--- src/rtl/updown_counter_param.sv ---
// Parametrised up/down event counter with programmable step, runtime bounds,
// wrap or saturate at the bounds, synchronous load and one-cycle carry/borrow pulses.
module updown_counter_param #(
    parameter int               WIDTH    = 16,
    parameter int               STEP_W   = 4,
    parameter int               SAT_MODE = 0,
    parameter logic [WIDTH-1:0] RST_VAL  = '0
) (
    input  logic              clk,
    input  logic              rst,
    input  logic              pulse,
    input  logic              uphdl,
    input  logic [STEP_W-1:0] step,
    input  logic              load,
    input  logic [WIDTH-1:0]  load_val,
    input  logic [WIDTH-1:0]  min_val,
    input  logic [WIDTH-1:0]  max_val,
    output logic [WIDTH-1:0]  count,
    output logic              carry,
    output logic              borrow,
    output logic              at_max,
    output logic              at_min,
    output logic              cfg_err
);

    // One guard bit above the wider operand: the sum never truncates and the
    // top bit of the difference flags a step below zero.
    localparam int AW = ((WIDTH > STEP_W) ? WIDTH : STEP_W) + 1;

    logic [WIDTH-1:0] count_q, count_d;
    logic             carry_q, carry_d;
    logic             borrow_q, borrow_d;

    logic [AW-1:0] count_x, step_x, min_x, max_x;
    logic [AW-1:0] sum, diff;
    logic          pulse_ok;

    always_comb begin
        count_x  = {{(AW-WIDTH){1'b0}}, count_q};
        step_x   = {{(AW-STEP_W){1'b0}}, step};
        min_x    = {{(AW-WIDTH){1'b0}}, min_val};
        max_x    = {{(AW-WIDTH){1'b0}}, max_val};
        sum      = count_x + step_x;
        diff     = count_x - step_x;
        cfg_err  = (min_val > max_val);
        pulse_ok = pulse && (step != '0) && !cfg_err;
    end

    // NOTE: every variable gets its hold/idle value first so no path leaves it
    // unassigned; that is what keeps this block free of inferred latches.
    always_comb begin
        count_d  = count_q;
        carry_d  = 1'b0;
        borrow_d = 1'b0;
        if (load) begin
            count_d = load_val;
        end else if (pulse_ok) begin
            if (uphdl) begin
                if (sum <= max_x) begin
                    count_d = sum[WIDTH-1:0];
                end else begin
                    count_d = (SAT_MODE != 0) ? max_val : min_val;
                    carry_d = 1'b1;
                end
            end else begin
                if (!diff[AW-1] && (diff >= min_x)) begin
                    count_d = diff[WIDTH-1:0];
                end else begin
                    count_d  = (SAT_MODE != 0) ? min_val : max_val;
                    borrow_d = 1'b1;
                end
            end
        end
    end

    // NOTE: state registers use non-blocking assignments so every flop samples
    // the pre-edge values regardless of statement order.
    always_ff @(posedge clk) begin
        if (rst) begin
            count_q  <= RST_VAL;
            carry_q  <= 1'b0;
            borrow_q <= 1'b0;
        end else begin
            count_q  <= count_d;
            carry_q  <= carry_d;
            borrow_q <= borrow_d;
        end
    end

    assign count  = count_q;
    assign carry  = carry_q;
    assign borrow = borrow_q;
    assign at_max = (count_q >= max_val);
    assign at_min = (count_q <= min_val);

endmodule

--- config.mk ---
export PLATFORM = sky130hd
export DESIGN_NAME = updown_counter_param
export DESIGN_NICKNAME = d
export VERILOG_FILES = /design/src/rtl/updown_counter_param.sv
export SDC_FILE = /design/constraint.sdc
export NUM_CORES = 1
export LEC_CHECK = 0
export CAP_MARGIN = 20
export CORE_MARGIN = 5
export CORE_UTILIZATION = 58
export CTS_CLUSTER_DIAMETER = 100
export DETAILED_ROUTE_END_ITERATION = 6
export PLACE_DENSITY = 0.85
export SYNTH_ARGS = -nofsm -noshare
export SYNTH_HDL_FRONTEND = slang
export SYNTH_SLANG_ARGS = --single-unit
--- constraint.sdc ---
create_clock -name clk -period 13.42 [get_ports clk]
set_clock_uncertainty 0.05 [all_clocks]
set_input_delay 2.684 -clock clk [delete_from_list [all_inputs] [get_ports clk]]
set_output_delay 2.684 -clock clk [all_outputs]
set_load 0.02 [all_outputs]
## Word-level counts from Yosys, hierarchy flattened

Cells that the tools add are included.

| storage, ports and cells | value |
|---|---|
| register bits | 18 |
| logic and storage cells | 28 |
| output and inout port bits | 21 |

| operators by class | value |
|---|---|
| $lt $le $gt $ge | 5 |
| bitwise operators | 2 |
| add/sub/neg operators | 2 |
| reduce and logical (&&, ||, !) cells | 9 |
| mux-type cells | 7 |

Operators by type and width:

| kind | count |
|---|---|
| $mux 16 | 5 |
| $add 16x4->17 | 1 |
| $ge 17x16->1 | 1 |
| $le 17x16->1 | 1 |
| $sub 16x4->17 | 1 |
| $ge 16x16->1 | 1 |
| $gt 16x16->1 | 1 |
| $le 16x16->1 | 1 |
| $reduce_or 4->1 | 2 |
| $reduce_bool 4->1 | 1 |
| $logic_and 1x1->1 | 3 |
| $logic_not 1->1 | 2 |
| $mux 1 | 2 |
| $not 1->1 | 2 |
| $reduce_bool 2->1 | 1 |

## Depth between registers and ports, before layout

| depth | value |
|---|---|
| depth in word-level cells | 7 |
| mapped depth | 18 |
| mapped depth without buffers | 16 |

## Worst setup path before layout

Ideal clock, no wire load.

| timing | value |
|---|---|
| path kind | input to output |
| from | in min_val[1] |
| to | out at_min |
| setup slack | 6,445 ps |
| required time | 10,686 ps |
| arrival | 4,241 ps |
| stages | 9 |
| path through | inv_1 -> ha_1 -> nor2b_1 -> o21a_1 -> o21a_1 -> o211ai_1 -> a21o_1 -> a211oi_1 -> o21ai_0 |

| on the way | value |
|---|---|
| longest elaborated chain between the ends | 1 |

Ends and longest elaborated chain:

| what | line | source |
|---|---|---|
| from (decl) | 16 | `input logic [WIDTH-1:0] min_val,` |
| $le 16x16->1 | 94 | `assign at_min = (count_q <= min_val);` |
| to (decl) | 22 | `output logic at_min,` |

No other way between the ends.

## Worst setup path after layout

| timing | value |
|---|---|
| from | in max_val[0] |
| to | out at_max |

| on the way | value |
|---|---|
| longest elaborated chain between the ends | 1 |

Ends and longest elaborated chain:

| what | line | source |
|---|---|---|
| from (decl) | 17 | `input logic [WIDTH-1:0] max_val,` |
| $ge 16x16->1 | 93 | `assign at_max = (count_q >= max_val);` |
| to (decl) | 21 | `output logic at_max,` |

No other way between the ends.

==> metrics.yaml <==
outcome:
  outcome: "finished clean"
placement:
  numPortBuffers: 77
  dpl.hpwl_um: 10500
  gp_congestion: 0.997
floorplanning:
  num_rows: 29
  die-area_um2: 8370
  coreArea_um2: 6390
  chipHeight_um: 91.5
  io_pins: 78
  die_w_um: 91.5
  initial_core_util_pct: 60.3
clock_tree:
  tritoncts: "built"
  cts-root-buf: "clkbuf_8"
  insertion_delay_ns: 0.27
  cts_resized: 0
  cts_setup_buffers: 0
  clock-sinks: 18
  holdBufCountCts: 0
  max-clock-path-buffers: 2
  h-tree-depth: 1
  clk_pin_slew_ns: 0.09
  cts_buffers: 3
logic_synthesis:
  synth-seq-cells: 18
  syn-num-nets: 618
  netlist-cell-type-count: 62
  synth_seq_area_share_pct: 9.36
  yosysWarnings: 0
  syn_area_um2: 3850
  async_flop_share_pct: 0
  synth_edf_count: 0
  syn_inst: 471
  postSynthAreaPerCell_um2: 8.17
  synth_ff_type: "dfxtp_1"
cells_and_area:
  layout_common_cells: "ha_1, clkdlybuf4s50_1, inv_1, o21ai_0, nor2_1"
  nFillCells: 499
  fin_util_pct: 73.3
  drive_above_1_share_pct: 3.75
  insertedDiodeCount: 0
  nets: 682
  final_common_cell: "ha_1"
  syn_to_final_growth_pct: 21.5
drt:
  drtIter0Drc: 241
  drcViolationCount: 0
  detail_route.wl_per_cell_um: 21.1
  ant_nets: 0
  wirelength_um: 12900
  vias_per_cell: 6.62
  vias: 4045
  first_pass_iters: 5
pwr:
  power_density_nw_per_um2: 79.2
  ir_drop_uv: 58.6
  power.leakage_uw: 0.00225
  power.total_uw: 371
grt:
  antenna_found_initial: 0
  grt_pass1_vias: 4043
  grt_use_total_pct: 29.8
  grt_pass1_wl_um: 20400
  grt_max_degree: 25
  gr-total-overflow: 0
critical_path:
  cp.required_ns: 10.69
  crit_path_end_kind: "primary output"
  arrival_ns: 5.34
  cp_max_fo: 4
  path_class: "input port to primary output"
  start_kind: "input port"
worst_hold_path:
  holdCritPathClass: "flop to flop"
timing:
  finalCriticalPeriod_ns: 8.07
  hold_violations: 0
  fin_tns_setup_ns: 0
  worst_pin_slew_ns: 0.984
  clock.fmax_mhz: 124
  rsz0062_at_grt: "false"
  finalMaxSlewViolations: 0
  fin_crit_sh_pct: 60.2
  relSlewSlack_pct: 34.4
  setup_viol: 0
job:
  drv_cap: 0
through the flow:
stage | setup slack [ns] | hold WS [ns] | cells | area (um2)
finish | 5.35 | 0.633 | 611 | 4680
global route | 5.26 | 0.652 | 611 | 4680
CTS | 5.41 | 0.618 | 611 | 4680
detailed placement | 5.44 | 0.592 | 607 | 4620
global placement | 5.44 | 0.585 | 607 | 4620
floorplan | 6.44 | 0.624 | 471 | 3850
flip-flops by register name, indices dropped and copies added, names as in the netlist:
name	cells
borrow	1
carry	1
count	16
worst max-delay path: stages:
cell and delay (ns):
clkdlybuf4s50_1 0.51, ha_1 0.33, nand2b_1 0.14, a21o_1 0.17, a21o_1 0.17, a211oi_1 0.26
o21bai_1 0.12, a31oi_1 0.25, o31ai_1 0.14, clkdlybuf4s50_1 0.56
report_power, final:
part	internal (uW)	switching, uW
registers	59.3	18.7
logic	109	132
clock network	26.2	25.0
routing by layer:
layer	vias to the layer above	GRT usage, %	part of all wire [%]
met5	-	0	0
li1	1929	-	-
met4	0	13.0	3.4
met1	1871	38.9	43
met3	36	5.62	8.8
met2	209	47.4	45
path summary, 6_finish.rpt:
path	start	end	slack (ns)	depth (start not counted)
max	max_val[0]	at_max	5.35	10
min	count[0]	count[0]	0.63	2
max reg2reg	count[0]	count[5]	8.42	17
min reg2reg	count[0]	count[0]	0.63	2
kinds of logic after synthesis:
logic type,count (synthesis),share of synthesized area [%]
fa+ha+maj,90,29.6
compound gates,144,27.2
flops,18,9.36
mux,17,4.42
xor+xnor,27,6.14
simple gates,109,16.0
buf+inv,66,7.31
cells in the mapped netlist (3+ instances only):
| cell type | n | area share [%] |
|---|---|---|
| a211o_1 | 4 | 0.91 |
| a211oi_1 | 7 | 1.4 |
| a21o_1 | 15 | 2.9 |
| a21oi_1 | 15 | 1.9 |
| a221oi_1 | 12 | 2.7 |
| a2bb2oi_1 | 10 | 2.3 |
| a311oi_1 | 3 | 0.68 |
| a31oi_1 | 4 | 0.65 |
| and3_1 | 4 | 0.65 |
| and4_1 | 4 | 0.91 |
| buf_2 | 6 | 0.78 |
| buf_6 | 3 | 0.88 |
| clkbuf_1 | 7 | 0.68 |
| dfxtp_1 | 18 | 9.4 |
| ha_1 | 88 | 29 |
| inv_1 | 47 | 4.6 |
| mux2i_1 | 17 | 4.4 |
| nand2_1 | 10 | 0.98 |
| nand2b_1 | 9 | 1.5 |
| nand3_1 | 10 | 1.3 |
| nand4_1 | 17 | 2.8 |
| nor2_1 | 26 | 2.5 |
| nor2b_1 | 3 | 0.49 |
| nor3_1 | 7 | 0.91 |
| nor4_1 | 5 | 0.81 |
| o211ai_1 | 3 | 0.58 |
| o21a_1 | 4 | 0.78 |
| o21ai_0 | 30 | 3.9 |
| o21bai_1 | 6 | 1.2 |
| o221ai_1 | 4 | 0.91 |
| o22ai_1 | 6 | 0.98 |
| or3_1 | 3 | 0.49 |
| xnor2_1 | 14 | 3.2 |
| xor2_1 | 13 | 3.0 |
cell type report:
type | count | area (um2) | share of cell area (%)
clock buffer | 4 | 55.1 | 1.18
inverter | 47 | 176 | 3.77
multi-input combinational | 387 | 3210 | 68.7
sequential | 18 | 360 | 7.70
tap | 77 | 96.3 | 2.06
timing repair buffer | 78 | 778 | 16.6
Note: power is estimated with default switching activity, not from simulation.
